==> src/rtl/nrf2401_pkg.sv <==
// Shared definitions for the nRF2401 serial shifter.
// Holds the register map addresses, the STATUS/CTRL bit positions and the
// shifter FSM state encoding.
package nrf2401_pkg;

  // Register map
  localparam logic [1:0] ADDR_TXDATA = 2'd0;
  localparam logic [1:0] ADDR_STATUS = 2'd1;
  localparam logic [1:0] ADDR_RXDATA = 2'd2;
  localparam logic [1:0] ADDR_CTRL   = 2'd3;

  // STATUS bit positions
  localparam int unsigned STAT_BUSY     = 0;
  localparam int unsigned STAT_DONE     = 1;
  localparam int unsigned STAT_RX_VALID = 2;
  localparam int unsigned STAT_OVERRUN  = 3;

  // CTRL bit positions (div occupies bits [DIV_W-1:0])
  localparam int unsigned CTRL_RX_MODE = 14;
  localparam int unsigned CTRL_IRQ_EN  = 15;

  typedef enum logic [1:0] {
    ST_IDLE = 2'd0,
    ST_LOW  = 2'd1,
    ST_HIGH = 2'd2,
    ST_FIN  = 2'd3
  } state_t;

endpackage

==> src/rtl/nrf2401_clkdiv.sv <==
// Half-period tick generator for the nRF2401 serial clock.
// A down-counter reloaded with div; tick is high for the one cycle in which
// the counter reads zero, so consecutive ticks are div+1 cycles apart.
//   clk, reset : system clock, synchronous active-high reset
//   restart    : reload the counter from div (aligns the first half-period)
//   div        : reload value
//   tick       : one-cycle half-period strobe
module nrf2401_clkdiv #(
  parameter int unsigned DIV_W = 8
) (
  input  logic             clk,
  input  logic             reset,
  input  logic             restart,
  input  logic [DIV_W-1:0] div,
  output logic             tick
);

  logic [DIV_W-1:0] cnt;

  always_ff @(posedge clk) begin
    if (reset) begin
      cnt <= '0;
    end else if (restart || cnt == '0) begin
      cnt <= div;
    end else begin
      cnt <= cnt - DIV_W'(1);
    end
  end

  assign tick = (cnt == '0);

endmodule

==> src/rtl/nrf2401_shifter.sv <==
// Memory-mapped 8-bit serial shifter driving an nRF2401 CLK1/DATA pin pair.
//   clk, reset           : system clock, synchronous active-high reset
//   address, chipselect,
//   write_n, read_n,
//   writedata, readdata  : slave register port (TXDATA, STATUS, RXDATA, CTRL)
//   rf_clk               : nRF2401 CLK1
//   rf_dout, rf_oe       : DATA pin drive value and output enable
//   rf_din               : DATA pin sampled value (pre-synchronised)
//   irq                  : done & irq_en
module nrf2401_shifter #(
  parameter int unsigned DIV_W = 8
) (
  input  logic        clk,
  input  logic        reset,
  input  logic [1:0]  address,
  input  logic        chipselect,
  input  logic        write_n,
  input  logic        read_n,
  input  logic [15:0] writedata,
  output logic [15:0] readdata,
  output logic        rf_clk,
  output logic        rf_dout,
  output logic        rf_oe,
  input  logic        rf_din,
  output logic        irq
);

  import nrf2401_pkg::*;

  state_t           state;
  logic [7:0]       shift;
  logic [7:0]       rxdata;
  logic [2:0]       bit_cnt;
  logic             rx_bit;
  logic [DIV_W-1:0] ctrl_div;
  logic             ctrl_rx_mode;
  logic             ctrl_irq_en;
  logic [DIV_W-1:0] div_lat;
  logic             rx_mode_lat;
  logic             done;
  logic             rx_valid;
  logic             overrun;

  logic             wr;
  logic             rd;
  logic             busy;
  logic             start;
  logic             tick;
  logic [DIV_W-1:0] reload;
  logic             shifting;

  assign wr       = chipselect & ~write_n;
  assign rd       = chipselect & ~read_n;
  assign busy     = (state != ST_IDLE);
  assign start    = wr && (address == ADDR_TXDATA) && (state == ST_IDLE);
  assign shifting = (state == ST_LOW) || (state == ST_HIGH);

  // The latched divisor is only written on the start edge, so the first
  // half-period has to be loaded straight from CTRL.
  assign reload = start ? ctrl_div : div_lat;

  nrf2401_clkdiv #(.DIV_W(DIV_W)) u_clkdiv (
    .clk     (clk),
    .reset   (reset),
    .restart (start),
    .div     (reload),
    .tick    (tick)
  );

  always_ff @(posedge clk) begin
    if (reset) begin
      state        <= ST_IDLE;
      shift        <= '0;
      rxdata       <= '0;
      bit_cnt      <= '0;
      rx_bit       <= 1'b0;
      ctrl_div     <= '0;
      ctrl_rx_mode <= 1'b0;
      ctrl_irq_en  <= 1'b0;
      div_lat      <= '0;
      rx_mode_lat  <= 1'b0;
      done         <= 1'b0;
      rx_valid     <= 1'b0;
      overrun      <= 1'b0;
    end else begin
      if (wr && address == ADDR_CTRL) begin
        ctrl_div     <= writedata[DIV_W-1:0];
        ctrl_rx_mode <= writedata[CTRL_RX_MODE];
        ctrl_irq_en  <= writedata[CTRL_IRQ_EN];
      end
      if (wr && address == ADDR_STATUS) begin
        done    <= 1'b0;
        overrun <= 1'b0;
      end
      if (rd && address == ADDR_RXDATA) begin
        rx_valid <= 1'b0;
      end

      // FSM updates come last so a FIN set wins over a same-cycle clear.
      case (state)
        ST_IDLE: begin
          if (start) begin
            shift       <= writedata[7:0];
            done        <= 1'b0;
            div_lat     <= ctrl_div;
            rx_mode_lat <= ctrl_rx_mode;
            bit_cnt     <= '0;
            state       <= ST_LOW;
          end
        end
        ST_LOW: begin
          if (tick) begin
            // Captured on the edge that raises rf_clk, shifted in at the
            // end of HIGH so shift[7] stays stable for the whole bit.
            rx_bit <= rf_din;
            state  <= ST_HIGH;
          end
        end
        ST_HIGH: begin
          if (tick) begin
            shift   <= {shift[6:0], rx_bit};
            bit_cnt <= bit_cnt + 3'd1;
            state   <= (bit_cnt == 3'd7) ? ST_FIN : ST_LOW;
          end
        end
        ST_FIN: begin
          rxdata   <= shift;
          done     <= 1'b1;
          rx_valid <= 1'b1;
          if (rx_valid) begin
            overrun <= 1'b1;
          end
          state <= ST_IDLE;
        end
        default: state <= ST_IDLE;
      endcase
    end
  end

  assign rf_clk  = (state == ST_HIGH);
  assign rf_dout = shifting & shift[7];
  assign rf_oe   = shifting & ~rx_mode_lat;
  assign irq     = done & ctrl_irq_en;

  logic [15:0] status_rd;
  logic [15:0] ctrl_rd;

  always_comb begin
    status_rd                = '0;
    status_rd[STAT_BUSY]     = busy;
    status_rd[STAT_DONE]     = done;
    status_rd[STAT_RX_VALID] = rx_valid;
    status_rd[STAT_OVERRUN]  = overrun;
  end

  always_comb begin
    ctrl_rd               = '0;
    ctrl_rd[DIV_W-1:0]    = ctrl_div;
    ctrl_rd[CTRL_RX_MODE] = ctrl_rx_mode;
    ctrl_rd[CTRL_IRQ_EN]  = ctrl_irq_en;
  end

  always_comb begin
    readdata = '0;
    case (address)
      ADDR_TXDATA: readdata = {8'h00, shift};
      ADDR_STATUS: readdata = status_rd;
      ADDR_RXDATA: readdata = {8'h00, rxdata};
      ADDR_CTRL:   readdata = ctrl_rd;
      default:     readdata = '0;
    endcase
  end

endmodule

==> config.mk <==
export PLATFORM = sky130hd
export DESIGN_NAME = nrf2401_shifter
export DESIGN_NICKNAME = d
export VERILOG_FILES = /design/src/rtl/nrf2401_pkg.sv /design/src/rtl/nrf2401_clkdiv.sv /design/src/rtl/nrf2401_shifter.sv
export SDC_FILE = /design/constraint.sdc
export NUM_CORES = 1
export LEC_CHECK = 0
export ABC_CLOCK_PERIOD_IN_PS = 2550
export CORE_ASPECT_RATIO = 0.5
export CORE_MARGIN = 2
export CORE_UTILIZATION = 45
export DETAILED_ROUTE_END_ITERATION = 12
export PLACE_DENSITY = 0.69
export SLEW_MARGIN = 15
export SYNTH_ARGS = -nofsm -noshare
export SYNTH_HDL_FRONTEND = slang
export SYNTH_SLANG_ARGS = --single-unit
export TNS_END_PERCENT = 5
==> constraint.sdc <==
create_clock -name clk -period 2.55 [get_ports clk]
set_clock_uncertainty 0.2 [all_clocks]
set_input_delay 0.51 -clock clk [delete_from_list [all_inputs] [get_ports clk]]
set_output_delay 0.51 -clock clk [all_outputs]
set_load 0.01 [all_outputs]
Word level (Yosys, flattened, before mapping). Index checks and enable logic that the tools add are counted.

Reductions and logical operators: 17. Muxes and demuxes: 22. Eq/ne operators: 10. Bitwise logic cells: 8. Add/subtract/negate cells: 2.

Operators with widths (count): case mux 16 bit (4 select lines) (1); 2-to-1 mux 8 bit (4); case mux 8 bit (2 select lines) (1); equality test 2 bit (second input constant) (4); zero test 8 bit (1); 2-to-1 mux 2 bit (4); case mux 2 bit (4 select lines) (1); subtractor 8 x 1 -> 8 bit (second input constant) (1); 2-to-1 mux 1 bit (7); 2-to-1 mux 3 bit (2); case mux 3 bit (2 select lines) (1); AND reduction 3 bit (2); nonzero test 2 bit (3); AND 1 bit (5); logical AND 1 bit (5); equality test 2 x 1 -> 1 bit (second input constant) (2); zero test 2 bit (2); != test 2 x 1 -> 1 bit (second input constant) (2); AND reduction 2 bit (2); adder 3 x 1 -> 3 bit (second input constant) (1); equality test 3 bit (second input constant) (1); NOT 1 bit (3); logical OR 1 bit (2); != test 2 bit (second input constant) (1); case mux 1 bit (2 select lines) (1).

Word-level logic and storage cells: 73. Input bits: 24. Register bits after elaboration: 52. Output and inout port bits: 20.

Longest topological paths before layout.
Depth in word-level cells: 6. Gate-level depth with buffers: 8.

Modules after synthesis. From an unflattened synthesis, not the netlist that was laid out.

Cell total of the unflattened synthesis: 300. Area total of the unflattened synthesis: 2701.3 um2.

By module, submodules not included: nrf2401_shifter (area each 2220.9 um2, cells an instance 250, instances 1, seq. area each 880.8 um2); nrf2401_clkdiv (area each 480.5 um2, cells an instance 50, instances 1, seq. area each 160.2 um2).

Worst setup path before layout. OpenSTA, ideal clock, no wires.

Kind: input port to output port. Start point: input address[0]. End point: output readdata[0]. Path slack: 0.431 ns. Required time: 1.840 ns. Stages: 2. Data arrival time: 1.409 ns. Cell sequence: clkbuf_1 -> mux4_2.

Word-level cells in the longest chain between the ends: 2.

Ends and longest elaborated chain: from (decl) (line nrf2401_shifter.sv:15) `input logic [1:0] address,`; equality test 2 bit, or another cell as far along (line nrf2401_shifter.sv:165) `case (address)`; case mux 16 bit (4 select lines) * (line nrf2401_shifter.sv:165); to (decl) (line nrf2401_shifter.sv:20) `output logic [15:0] readdata,`.

Every way passes the cells marked *; elsewhere a longest branch is shown, timed or not. The select of a mux whose other input is x is not followed.

Worst setup path in the final report.
Start point: register state[1]. End point: output rf_oe.

Word-level cells in the longest chain between the ends: 3.

Ends and longest elaborated chain: from (decl) (line nrf2401_shifter.sv:30) `state_t state;`; from (signal assigned) (line nrf2401_shifter.sv:123) `state <= (bit_cnt == 3'd7) ? ST_FIN : ST_LOW;`; equality test 2 x 1 -> 1 bit or equality test 2 bit (tied branches) (line nrf2401_shifter.sv:56) `assign shifting = (state == ST_LOW) || (state == ST_HIGH);`; logical OR 1 bit * (line nrf2401_shifter.sv:56); AND 1 bit * (line nrf2401_shifter.sv:142) `assign rf_oe = shifting & ~rx_mode_lat;`; to (decl) (line nrf2401_shifter.sv:23) `output logic rf_oe,`.

Every way passes the cells marked *; elsewhere a longest branch is shown, timed or not.

==> reports/results.ini <==
[timing]
min_period_ns=2.460
worst_slew_pin_slew_ns=0.7263
slew_violations=0
max_freq_ghz=0.4064
fin_ws_ns=0.08959
hold_viol=0
holdWs_ns=0.2678
max-slew-margin-rel_pct=51.58
finalSetupViolations=0
timing.final.crit_share_pct=96.49
finalSetupTns_ns=0

[clock_network]
clk_latency_ns=0.29
htreeDepth=2
cts_root_buffer=clkbuf_16
cts.path.max_buffers=2
cts_tree=done
cts_inserted_buffers=5
clk_pin_slew_worst_paths_ns=0.06
cts.sinks=52

[finish]
drive_gt1_share_pct=17.04
final_area_sq_um=3223
final.fill_count=486
fin_cells=384
final_nets=342
num_antenna_cells=0
area_delta_synth_final_pct=22.38

[power_and_ir_drop]
internal_power_uw=1857
swShare_pct=33.08
pwr-share-comb_pct=34.8
power.density_nw_per_um2=860.9
p_sw_uw=918.0
vdd_ir_drop_max_uv=426.7
p_leak_uw=0.001258
power_frac_seq_pct=38.2
clkPwrFrac_pct=27.0

[placement]
post-place-ws_ns=-0.2719
place_hpwl_um=4448
postPlaceCellArea_sq_um=3045
portBuffers=31
gp_congestion=0.7780
dp_cells=376

[run_status]
status=finished clean

[route]
drc=0
ant_nets=0
drt_iter0_drc=101
wire_per_inst_um=15.67
vias=2102
viasPerCell=5.474
drt-total-wl_um=6019
dr.pass1.iters=4

[worst_setup_path]
cp_cell_sequence=inv_1 -> ha_4 -> nor2b_1 -> clkdlybuf4s50_1
r2r_start=u_clkdiv.cnt[0]
cp_data_arrival_time_ns=1.75
cpLargestDelayFamily=buffers and inverters
startpoint_type=flip-flop
worstSetupPathDepth=4
crit_type=reg -> out
crit_start=state[1]
reg2regPathDepth=6
cp.required_ns=1.84
crit_end=rf_oe
slowest_delay_ns=0.54
critPathSlowestCell=clkdlybuf4s50_1
crit_fanout=4
r2r-end=shift[4]
crit_buf_inv=2
cp-end-kind=output pin
reg2reg_setup_slack_ns=0.46

[synth]
synthCells=271
ys_ff_latch=52
synth_top_area_share_pct=39.52
synthFlopType=dfxtp_1
synth_edf_count=0
yosys.cell_count.top_type=dfxtp_1
async_reset_ff_share_pct=0
yosysTopAreaCell=dfxtp_1
netlist_top_cells_count=dfxtp_1 (52), nand2_1 (36), mux2i_1 (23), a21oi_1 (21), nor2_1 (15)
ys_warn_count=0
seq_area_frac_synth_pct=39.52
ys_types=47
syn_area_sq_um=2634
synth_area_leaders=dfxtp_1 (40%), mux2i_1 (8.7%), nand2_1 (5.1%)
avgSynthCellArea_sq_um=9.719

[floorplan]
die_w_um=112.2
die_h_um=58.10
pin_count=44
die_area_sq_um=6518
start_util_pct=47.35
rows=19
core_area_sq_um=5563

[grt]
grt_pass1_wl_um=10090
grt.overflow.total=0
grt.total_usage_pct=19.56
grt_max_degree=35
grt_pass1_vias=2030
grt_antenna_before_repair=0

[flow_run]
maxCapViolCount=0

[min_path]
hp-class=reg -> reg

[final cells by class]
cell class | instances | area [sq um] | area share [%]
timing repair buffer | 49 | 441.7 | 13.70
tap | 73 | 91.34 | 2.834
inverter | 7 | 26.28 | 0.8152
clock buffer | 6 | 128.9 | 3.998
sequential | 52 | 1041 | 32.30
clock inverter | 2 | 35.03 | 1.087
multi-input combinational | 195 | 1459 | 45.26
[stage by stage]
stage | util [%] | power, uW
final | 57.94 | 2775
after global routing | 57.94 | 2926
after CTS | 57.53 | 2765
after detailed placement | 54.75 | 2026
after global placement | 54.75 | 2002
after floorplan | - | 1780
[worst register-to-register path, cell delays in order (launching register included)]
cell	delay, ns
dfxtp_1	0.33
inv_1	0.08
ha_1	0.14
nor3b_2	0.37
a31o_1	0.46
and2_4	0.31
a211oi_2	0.09
[placed cells by master, fill, tap and decap left out, types with 2 or more instances in the layout]
cell | Yosys | layout
a211oi_1 | 2 | 2
a211oi_2 | 8 | 8
a21oi_1 | 21 | 21
a21oi_2 | 2 | 2
a22o_1 | 2 | 2
a22oi_1 | 2 | 2
a32oi_1 | 6 | 6
and2_1 | 5 | 5
and3_1 | 2 | 2
buf_2 | 2 | 2
buf_4 | 8 | 16
buf_6 | 1 | 2
clkbuf_16 | 0 | 5
clkdlybuf4s15_2 | 0 | 3
clkdlybuf4s50_1 | 0 | 19
conb_1 | 1 | 6
dfxtp_1 | 52 | 52
dlygate4sd2_1 | 0 | 6
ha_1 | 8 | 7
inv_1 | 7 | 7
mux2i_1 | 23 | 23
mux4_2 | 4 | 4
nand2_1 | 36 | 36
nand2b_1 | 3 | 3
nand3b_1 | 13 | 13
nand4bb_1 | 2 | 2
nor2_1 | 15 | 15
nor2b_1 | 6 | 6
nor3_1 | 2 | 2
o21ai_0 | 5 | 5
xnor2_1 | 3 | 3
xor2_1 | 3 | 3
[power groups by stage]
stage / combinational [uW] / clock, uW / sequential, uW
floorplan: 743 / 0 / 1040
detailed placement: 948 / 0 / 1080
global placement: 929 / 0 / 1070
global route: 1060 / 789 / 1070
finish: 965 / 748 / 1060
CTS: 949 / 757 / 1060
[worst min path at each step]
stage | start | endpoint | slack, ns | cells after the start
finish | ctrl_irq_en | ctrl_irq_en | 0.27 | 2
global route | ctrl_irq_en | ctrl_irq_en | 0.28 | 2
CTS | ctrl_irq_en | ctrl_irq_en | 0.27 | 2
detailed placement | ctrl_irq_en | ctrl_irq_en | 0.26 | 2
global placement | rx_mode_lat | rx_mode_lat | 0.25 | 2
floorplan | u_clkdiv.cnt[0] | u_clkdiv.cnt[0] | 0.23 | 1
[what timing repair did]
item                       CTS  global route
buffers inserted             0             0
hold endpoints to repair     0             0
gates resized for setup     19             4
setup endpoints to repair   10            16
hold buffers                 0             0
[state kept, by name, summed over array words and instances, names as in the netlist, 2 cells and up]
name and flops:
rxdata 8, div_lat 8, ctrl_div 8, shift 8, bit_cnt 3, u_clkdiv.cnt 8
state 2
[routing by layer]
metal | GRT usage (%) | share of wire [%] | vias to the layer above | routed length [um]
li1 | - | - | 1025 | -
met1 | 26.99 | 47 | 1002 | 2847
met2 | 32.96 | 46 | 66 | 2797
met3 | 3.243 | 5.3 | 9 | 321
met4 | 4.181 | 0.88 | 0 | 53
met5 | 0 | 0 | - | 0
[cells by family after synthesis]
kind of cell | share of synthesized area (%)
multiplexers | 12.73
XOR/XNOR | 1.996
other | 0.1424
buffers and inverters | 6.271
flip-flops | 39.53
AND/OR/NAND/NOR | 20.71
AO/OA/AOI/OAI | 14.82
adder cells (fa/ha/maj) | 3.801
No activity file was read; power rests on OpenSTA's default activity.
